### src/rtl/arb_requester_if.sv
// Requester-side bundle: job intake, arbiter request/grant, and the shared burst bus.
interface arb_requester_if #(
   parameter int DATA_W = 8,
   parameter int LEN_W  = 4
);
   logic              job_valid;
   logic              job_ready;
   logic [LEN_W-1:0]  job_len;
   logic [DATA_W-1:0] job_base;
   logic              req;
   logic              gnt;
   logic              bus_valid;
   logic              bus_ready;
   logic [DATA_W-1:0] bus_data;
   logic              bus_last;
   logic              err;

   modport master (
      input  job_valid, job_len, job_base, gnt, bus_ready,
      output job_ready, req, bus_valid, bus_data, bus_last, err
   );

   modport slave (
      output job_valid, job_len, job_base, gnt, bus_ready,
      input  job_ready, req, bus_valid, bus_data, bus_last, err
   );
endinterface

### src/rtl/arb_requester.sv
// Arbiter client: takes one burst job, requests, streams len+1 beats on grant, then releases; all outputs registered.
// Job->req 1 cycle, gnt->beat 1 cycle, last beat->req low 1 cycle; bus_ready=0 holds the beat. Grant timeout under ARB_REQ_TIMEOUT_EN.
module arb_requester #(
   parameter int DATA_W = 8,
   parameter int LEN_W  = 4,
   parameter int TMO_W  = 4
) (
   input  logic           clk,
   input  logic           rst_n,
   arb_requester_if.master ifc
);
   typedef enum logic [1:0] {IDLE, WAIT, XFER, REL} state_t;

   state_t            state;
   logic [LEN_W-1:0]  len_q;
   logic [LEN_W-1:0]  cnt;
   logic [LEN_W-1:0]  cnt_inc;
   logic [DATA_W-1:0] base_q;
   logic              req_q;
   logic              job_ready_q;
   logic              bus_valid_q;
   logic              bus_last_q;
   logic [DATA_W-1:0] bus_data_q;

`ifdef ARB_REQ_TIMEOUT_EN
   logic [TMO_W-1:0]  tmo;
   logic [TMO_W-1:0]  tmo_inc;
   logic              err_q;

   assign tmo_inc = tmo + 1'b1;
`endif

   assign cnt_inc = cnt + 1'b1;

   always_ff @(posedge clk) begin
      if (!rst_n) begin
         state       <= IDLE;
         len_q       <= '0;
         base_q      <= '0;
         cnt         <= '0;
         req_q       <= 1'b0;
         job_ready_q <= 1'b0;
         bus_valid_q <= 1'b0;
         bus_last_q  <= 1'b0;
         bus_data_q  <= '0;
`ifdef ARB_REQ_TIMEOUT_EN
         tmo         <= '0;
         err_q       <= 1'b0;
`endif
      end else begin
`ifdef ARB_REQ_TIMEOUT_EN
         err_q <= 1'b0;
`endif
         case (state)
            IDLE: begin
               // job_ready is registered, so the first cycle out of reset only arms it
               if (job_ready_q && ifc.job_valid) begin
                  len_q       <= ifc.job_len;
                  base_q      <= ifc.job_base;
                  cnt         <= '0;
                  req_q       <= 1'b1;
                  job_ready_q <= 1'b0;
                  state       <= WAIT;
               end else begin
                  job_ready_q <= 1'b1;
               end
            end

            WAIT: begin
`ifdef ARB_REQ_TIMEOUT_EN
               if (tmo == '1) begin
                  // err already pulsed when the counter reached all-ones; drop the job
                  tmo   <= '0;
                  req_q <= 1'b0;
                  state <= REL;
               end else if (ifc.gnt) begin
                  tmo         <= '0;
                  bus_valid_q <= 1'b1;
                  bus_data_q  <= base_q + DATA_W'(cnt);
                  bus_last_q  <= (cnt == len_q);
                  state       <= XFER;
               end else begin
                  tmo <= tmo_inc;
                  if (tmo_inc == '1) begin
                     err_q <= 1'b1;
                  end
               end
`else
               if (ifc.gnt) begin
                  bus_valid_q <= 1'b1;
                  bus_data_q  <= base_q + DATA_W'(cnt);
                  bus_last_q  <= (cnt == len_q);
                  state       <= XFER;
               end
`endif
            end

            XFER: begin
               if (ifc.bus_ready) begin
                  cnt <= cnt_inc;
                  if (bus_last_q) begin
                     req_q       <= 1'b0;
                     bus_valid_q <= 1'b0;
                     bus_last_q  <= 1'b0;
                     state       <= REL;
                  end else if (ifc.gnt) begin
                     bus_data_q <= base_q + DATA_W'(cnt_inc);
                     bus_last_q <= (cnt_inc == len_q);
                  end else begin
                     bus_valid_q <= 1'b0;
                     bus_last_q  <= 1'b0;
                     state       <= WAIT;
                  end
               end else if (!ifc.gnt) begin
                  // grant lost with the beat still pending: park and resume this beat later
                  bus_valid_q <= 1'b0;
                  bus_last_q  <= 1'b0;
                  state       <= WAIT;
               end
            end

            REL: begin
               job_ready_q <= 1'b1;
               state       <= IDLE;
            end

            default: begin
               req_q       <= 1'b0;
               bus_valid_q <= 1'b0;
               bus_last_q  <= 1'b0;
               state       <= IDLE;
            end
         endcase
      end
   end

   assign ifc.req       = req_q;
   assign ifc.job_ready = job_ready_q;
   assign ifc.bus_valid = bus_valid_q;
   assign ifc.bus_data  = bus_data_q;
   assign ifc.bus_last  = bus_last_q;

`ifdef ARB_REQ_TIMEOUT_EN
   assign ifc.err = err_q;
`else
   // no timeout hardware in this build: err is a constant low
   assign ifc.err = |{TMO_W{1'b0}};
`endif

endmodule

### src/flat_wrapper.sv
// flat-port wrapper written by rule: the top's interface ports become plain ports
module arb_requester_flat 
#(
   parameter int DATA_W = 8,
   parameter int LEN_W  = 4,
   parameter int TMO_W  = 4
)
  (clk, rst_n, ifc_job_valid, ifc_job_len, ifc_job_base, ifc_gnt, ifc_bus_ready, ifc_job_ready, ifc_req, ifc_bus_valid, ifc_bus_data, ifc_bus_last, ifc_err);
  arb_requester_if #(.DATA_W(DATA_W), .LEN_W(LEN_W)) ifc_i ();
  input  logic clk;
  input  logic rst_n;
  input wire logic [$bits(ifc_i.job_valid)-1:0] ifc_job_valid;
  input wire logic [$bits(ifc_i.job_len)-1:0] ifc_job_len;
  input wire logic [$bits(ifc_i.job_base)-1:0] ifc_job_base;
  input wire logic [$bits(ifc_i.gnt)-1:0] ifc_gnt;
  input wire logic [$bits(ifc_i.bus_ready)-1:0] ifc_bus_ready;
  output wire logic [$bits(ifc_i.job_ready)-1:0] ifc_job_ready;
  output wire logic [$bits(ifc_i.req)-1:0] ifc_req;
  output wire logic [$bits(ifc_i.bus_valid)-1:0] ifc_bus_valid;
  output wire logic [$bits(ifc_i.bus_data)-1:0] ifc_bus_data;
  output wire logic [$bits(ifc_i.bus_last)-1:0] ifc_bus_last;
  output wire logic [$bits(ifc_i.err)-1:0] ifc_err;
  assign ifc_i.job_valid = ifc_job_valid;
  assign ifc_i.job_len = ifc_job_len;
  assign ifc_i.job_base = ifc_job_base;
  assign ifc_i.gnt = ifc_gnt;
  assign ifc_i.bus_ready = ifc_bus_ready;
  assign ifc_job_ready = ifc_i.job_ready;
  assign ifc_req = ifc_i.req;
  assign ifc_bus_valid = ifc_i.bus_valid;
  assign ifc_bus_data = ifc_i.bus_data;
  assign ifc_bus_last = ifc_i.bus_last;
  assign ifc_err = ifc_i.err;
  arb_requester #(.DATA_W(DATA_W), .LEN_W(LEN_W), .TMO_W(TMO_W)) u_core (.clk(clk), .rst_n(rst_n), .ifc(ifc_i));
endmodule
### config.mk
export PLATFORM = sky130hd
export DESIGN_NAME = arb_requester_flat
export DESIGN_NICKNAME = d
export VERILOG_FILES = /design/src/rtl/arb_requester_if.sv /design/src/rtl/arb_requester.sv /design/src/flat_wrapper.sv
export SDC_FILE = /design/constraint.sdc
export NUM_CORES = 1
export LEC_CHECK = 0
export CAP_MARGIN = 20
export CORE_AREA = 2 2 67 69
export CTS_CLUSTER_DIAMETER = 150
export CTS_CLUSTER_SIZE = 40
export DETAILED_ROUTE_END_ITERATION = 8
export DIE_AREA = 0 0 69 71
export PLACE_DENSITY = 0.68
export SLEW_MARGIN = 20
export SYNTH_ARGS = -nofsm -noshare
export SYNTH_HDL_FRONTEND = slang
export SYNTH_SLANG_ARGS = --single-unit
### constraint.sdc
create_clock -name clk -period 2.5 [get_ports clk]
set_clock_uncertainty 0.15 [all_clocks]
set_input_delay 0.5 -clock clk [delete_from_list [all_inputs] [get_ports clk]]
set_output_delay 0.5 -clock clk [all_outputs]
set_load 0.02 [all_outputs]
==> results of run 1 <==
==> metal layers <==
layer,up-vias,global-route usage,wire length [um]
met5,-,0,0
met4,0,0.0784,94
met3,8,0.0285,109
met2,27,0.218,1510
met1,632,0.191,1750
li1,757,-,-
==> placed cells by master (no fill, tap or decap), types with 2 or more instances in the layout <==
cell	n
nor3_1	4
o21ai_0	9
a31oi_1	2
mux2i_1	3
nand3b_1	2
xnor2_1	6
a211o_1	3
nor2_1	8
xor2_1	6
nand3_1	4
clkbuf_8	6
inv_1	8
a21o_1	4
clkdlybuf4s50_1	28
buf_4	10
nand4_1	2
dfxtp_1	30
o21a_1	3
a211oi_1	3
nand2_1	35
nor2b_1	2
a21oi_1	23
ha_1	9
or3_1	4
==> worst max-delay path, cell delays in order (launching register included) <==
cell     delay [ns]
dfxtp_1        0.32
inv_1          0.06
ha_1           0.21
buf_4          0.18
and2_1         0.15
a21o_1         0.19
fa_2           0.36
a21o_1         0.18
a21oi_1        0.23
xnor2_1        0.17
o22ai_1        0.11
==> layout make-up <==
class                   count  area [um2]
clock buffers               7        86.3
clock inverters             1        5.00
fillers                   422        2100
inverters                   9        33.8
multi-input cells         151         960
flip-flops and latches     30         601
well taps                  52        65.1
repair buffers             38         355
==> power groups by stage <==
stage	logic, mW	registers (mW)	clock network [mW]
5_1_grt	0.758	0.622	0.434
3_3_place_gp	0.679	0.623	0
4_1_cts	0.687	0.614	0.409
6_report	0.685	0.614	0.398
2_1_floorplan	0.412	0.670	0
3_5_place_dp	0.683	0.625	0
==> cells by family (layout without fill, tap and decap cells) <==
group / count (synthesis) / count (layout) / share of synthesized area
fa+ha+maj: 11 / 11 / 0.0894
simple gates: 70 / 70 / 0.206
other cells: 1 / 1 / 0.00231
flops: 30 / 30 / 0.370
xor+xnor: 12 / 12 / 0.0647
mux: 4 / 4 / 0.0254
compound gates: 53 / 53 / 0.198
buf+inv: 16 / 55 / 0.0447
==> timing repair <==
item / CTS / global route
buffers inserted: 0 / 2
endpoints found under the setup margin: 0 / 4
resized for setup: 0 / 2
==> sequential cells by signal (all words and copies together) (netlist names) <==
register / cells
u_core.ifc.job_ready: 1
u_core.ifc.bus_data: 8
u_core.ifc.bus_valid: 1
u_core.base_q: 8
u_core.cnt: 4
u_core.ifc.bus_last: 1
u_core.state: 2
u_core.len_q: 4
u_core.ifc.req: 1
==> worst max path at each step <==
stage                    start                      to  slack [ns]  cells past startpoint
2_1_floorplan  u_core.state[0]  u_core.ifc.bus_data[6]        0.04                     10
3_5_place_dp   u_core.state[0]  u_core.ifc.bus_data[6]        0.04                     10
3_3_place_gp   u_core.state[0]  u_core.ifc.bus_data[6]        0.09                     10
5_1_grt        u_core.state[0]  u_core.ifc.bus_data[6]       -0.03                     10
4_1_cts        u_core.state[0]  u_core.ifc.bus_data[6]        0.02                     10
6_report       u_core.state[0]  u_core.ifc.bus_data[4]        0.08                     10
==> through the flow <==
stage / TNS [ns] / util / power [mW] / hold WS, ns
2_1_floorplan: 0 / - / 1.08 / 0.291
3_3_place_gp: 0 / 0.474 / 1.30 / 0.300
3_5_place_dp: 0 / 0.474 / 1.31 / 0.303
4_1_cts: 0 / 0.496 / 1.71 / 0.313
5_1_grt: -0.0380 / 0.501 / 1.81 / 0.338
6_report: 0 / 0.501 / 1.70 / 0.317
==> impl_metrics.toml, run 1 <==
[run_status]
status = "finished clean"

[worst_setup_path]
rr_startpoint = "u_core.state[0]"
cp-start-kind = "flop"
worstSetupPathType = "flop to flop"
arrival_ns = 2.44
rrSetupSlack_ns = 0.08
endpoint_kind = "flop"
r2r_cells = 10
crit_required_ns = 2.51
r2r-end = "u_core.ifc.bus_data[4]"
path_max_fanout = 13

[layout]
syn_to_final_growth_pct = 29.7
layout.cells.non_filler = 288
layout-drive-gt1-share = 0.110
final_area_um2 = 2110
antenna_cells = 0
nets = 263

[clocking]
htree_levels = 2
tritoncts = "done"
clockRootBuffer = "clkbuf_8"
clockBufferDepth = 2
clk_latency_ns = 0.27
cts_buffers = 5
clkSlewWorstSetupHoldPaths_ns = 0.06
cts_hold_buf = 0
cts_sinks = 30

[drt]
avgRoutedWirePerCell_um = 12.0
drtIter0Drc = 63
via_per_inst = 4.94
route.detailed.drc = 0
firstDrtPassIters = 4
num_vias = 1424
drtAntennaViolNets = 0
drt_wl_total_mm = 3.46

[floorplan]
ioPinCount = 30
start_util = 0.386
rows = 24
die_x_um = 69
core_um2 = 4200
dieHeight_um = 71
dieArea_um2 = 4900

[min_path]
holdPathEnd = "u_core.base_q[2]"
min_path_type = "flop to flop"
holdCritStartpoint = "u_core.base_q[2]"
min_path_cells = 2

[synth]
yosys.area.top_type = "dfxtp_1"
synthTopCellsByCount = "nand2_1, dfxtp_1, a21oi_1"
synth_area_leaders = "dfxtp_1, nand2_1, ha_1"
synth_top_area_share = 0.370
yosysMostFrequentCell = "nand2_1"
synth_edf_count = 0
syn_inst = 197
yosys_most_used_dff = "dfxtp_1"
synth_nets = 225
synthesis.area_um2 = 1620
async_flop_share = 0
seq_area_frac_synth = 0.370
ys_ff_latch = 30
ys_types = 43
ys_warn_count = 0
synth.avg_cell_area_um2 = 8.24

[sta]
period_needed_ns = 2.42
fmax_mhz = 413
timing.final.crit_share = 0.970
rsz0062_at_grt = "true"
setup_slack_ns = 0.0759
slew_headroom = 0.652
timing_worst_slew_pin_value_ns = 0.520
drv_slew = 0
finalSetupViolCount = 0
finalHoldViolCount = 0

[place]
port_buffers = 28
hpwlAfterDp_mm = 2.52
dpl_worst_slack_ns = 0.0401
dpl-instance-area_um2 = 1990
dp_cells = 278
gp_congestion = 0.824

[power_and_ir_drop]
p_leak_nw = 0.872
ir_drop_mv = 0.321
power_density_nw_per_um2 = 805
p_comb_frac = 0.404
switching_share = 0.353
seqPwrFrac = 0.362
p_switching_mw = 0.598
internal-power_mw = 1.10
clock_power_share = 0.234

[job]
maxCapViolations = 0

[global_routing]
grt_pass1_vias = 1279
antenna_found_initial = 0
grt_max_degree = 26
grt-ovfl-total = 0
grt_first_pass_wirelength_mm = 5.69
grt_usage = 0.143
No activity file was read; power rests on OpenSTA's default activity.
==> run 2: changes to the inputs <==
Settings changed: CORE_AREA 2 2 67 69 to 8 8 73 75, DIE_AREA 0 0 69 71 to 0 0 81 83, PLACE_DENSITY 0.68 to 0.62, SKIP_CTS_REPAIR_TIMING set to 1.
==> run 2 against run 1 <==
Effect of this change: worst hold slack worse by 0.0016 ns; combinational power is 1% higher; via count is 0.63% higher; register-to-register slack better by 0.05 ns; sequential share of layout area is 0.068 points lower; setup slack better by 0.049 ns.
==> impl_metrics.toml, run 2 (synthesized netlist as in run 1, its figures left out) <==
[worst_setup_path]
worst_path_dominant_cell_family = "adder cells"
crit_required_ns = 2.52
worstSetupPathType = "flop to flop"
worstSetupEndpoint = "u_core.ifc.bus_data[4]"
r2r-end = "u_core.ifc.bus_data[4]"
crit_path_start = "u_core.state[0]"
rrSetupSlack_ns = 0.12
critPathMaxStageDelay_ns = 0.40
path_max_fanout = 3
path_buf_inv = 2
slowest_stage = "fa_2"
arrival_ns = 2.39
cp-start-kind = "flop"
endpoint_kind = "flop"
path_depth = 10
worstPathCellList = "inv_1 -> ha_2 -> ha_1 -> inv_1 -> ha_2 -> fa_2 -> a21o_1 -> a21oi_1 -> xnor2_1 -> o22ai_1"
rr_startpoint = "u_core.state[0]"
r2r_cells = 10

[drt]
avgRoutedWirePerCell_um = 12.9
drtAntennaViolNets = 0
num_vias = 1433
drtIter0Drc = 60
route.detailed.drc = 0
firstDrtPassIters = 4
via_per_inst = 4.99
drt_wl_total_mm = 3.71

[min_path]
holdCritStartpoint = "u_core.len_q[3]"
min_path_cells = 2
min_path_type = "flop to flop"

[power_and_ir_drop]
ir_drop_mv = 0.346
p_leak_nw = 0.865
power_mw = 1.71
power_density_nw_per_um2 = 810

[floorplan]
ioPinCount = 30
dieHeight_um = 83
start_util = 0.386
die_x_um = 81
rows = 24
dieArea_um2 = 6720
core_um2 = 4200

[layout]
final_area_um2 = 2110
final_cell_mix = "nand2_1, dfxtp_1, clkdlybuf4s50_1"
antenna_cells = 0
layout-drive-gt1-share = 0.115
fillCellCount = 440
final_common_cell = "nand2_1"
nets = 262
syn_to_final_growth_pct = 30.0

[clocking]
clockRootBuffer = "clkbuf_8"
clkSlewWorstSetupHoldPaths_ns = 0.07
clockBufferDepth = 2
tritoncts = "done"
cts_sinks = 30
clk_latency_ns = 0.28
cts_buffers = 5
htree_levels = 2

[sta]
finalHoldWorstSlack_ns = 0.316
drv_slew = 0
fmax_mhz = 421
period_needed_ns = 2.38
rsz0062_at_grt = "false"
finalSetupViolCount = 0
timing.final.crit_share = 0.950
finalHoldViolCount = 0

[run_status]
status = "finished clean"

[place]
gp_congestion = 0.843
hpwlAfterDp_mm = 2.73
port_buffers = 28
dpl-instance-area_um2 = 1990

[global_routing]
antenna_found_initial = 0
grt_usage = 0.115
grt_pass1_vias = 1347
grt_max_degree = 26
grt-ovfl-total = 0
grt_first_pass_wirelength_mm = 6.26

[job]
maxCapViolations = 0
## run 2: changes by cell type in the layout (fill, tap and decap cells not counted)
cell       change
o2111ai_2      +1
buf_6          +1
o2111ai_1      -1
ha_2           +1
buf_4          -2
ha_1           -1
## run 2: where the power goes
part / leakage [nW] / switching (mW) / total (mW) / internal (mW)
clock network: 0.0482 / 0.178 / 0.400 / 0.222
logic: 0.573 / 0.372 / 0.695 / 0.323
registers: 0.244 / 0.0572 / 0.615 / 0.557
total: 0.865 / 0.607 / 1.71 / 1.10
## run 2: how the worst min path moves through the flow
| stage | to | slack (ns) |
|---|---|---|
| floorplan | u_core.base_q[0] | 0.29 |
| global placement | u_core.base_q[3] | 0.30 |
| detailed placement | u_core.base_q[2] | 0.31 |
| CTS | u_core.base_q[2] | 0.32 |
| global route | u_core.base_q[7] | 0.33 |
| finish | u_core.len_q[3] | 0.32 |
## run 2: per-stage QoR
step / setup TNS (ns) / worst slack (ns) / util / std cells
after global placement: 0 / 0.0922 / 0.474 / 278
after detailed placement: 0 / 0.0238 / 0.474 / 278
final: 0 / 0.125 / 0.502 / 287
after floorplan: 0 / 0.0381 / - / 197
after global routing: 0 / 0.00224 / 0.502 / 287
after CTS: -0.00384 / -0.00384 / 0.496 / 286
## run 2: area by class of cell
cell class / instances / area, um2 / share of cell area
tap: 52 / 65.1 / 0.0308
multi-input combinational: 151 / 968 / 0.459
clock buffer: 7 / 86.3 / 0.0409
timing repair buffer: 37 / 352 / 0.167
sequential: 30 / 601 / 0.285
clock inverter: 1 / 5.00 / 0.00237
inverter: 9 / 33.8 / 0.0160
## run 2: tightest hold or removal path: cells and delay by family (launching register included)
kind	cells	cell delay (ns)
AND/OR/NAND/NOR	1	0.05
flip-flops	1	0.31
AO/OA/AOI/OAI	1	0.05
## run 2: metal layers
metal  wire, um  global-route usage  share of wire
met3        153              0.0313          0.041
met2       1720               0.177           0.46
met1       1790               0.147           0.48
met5          0                   0              0
met4         50              0.0439          0.013
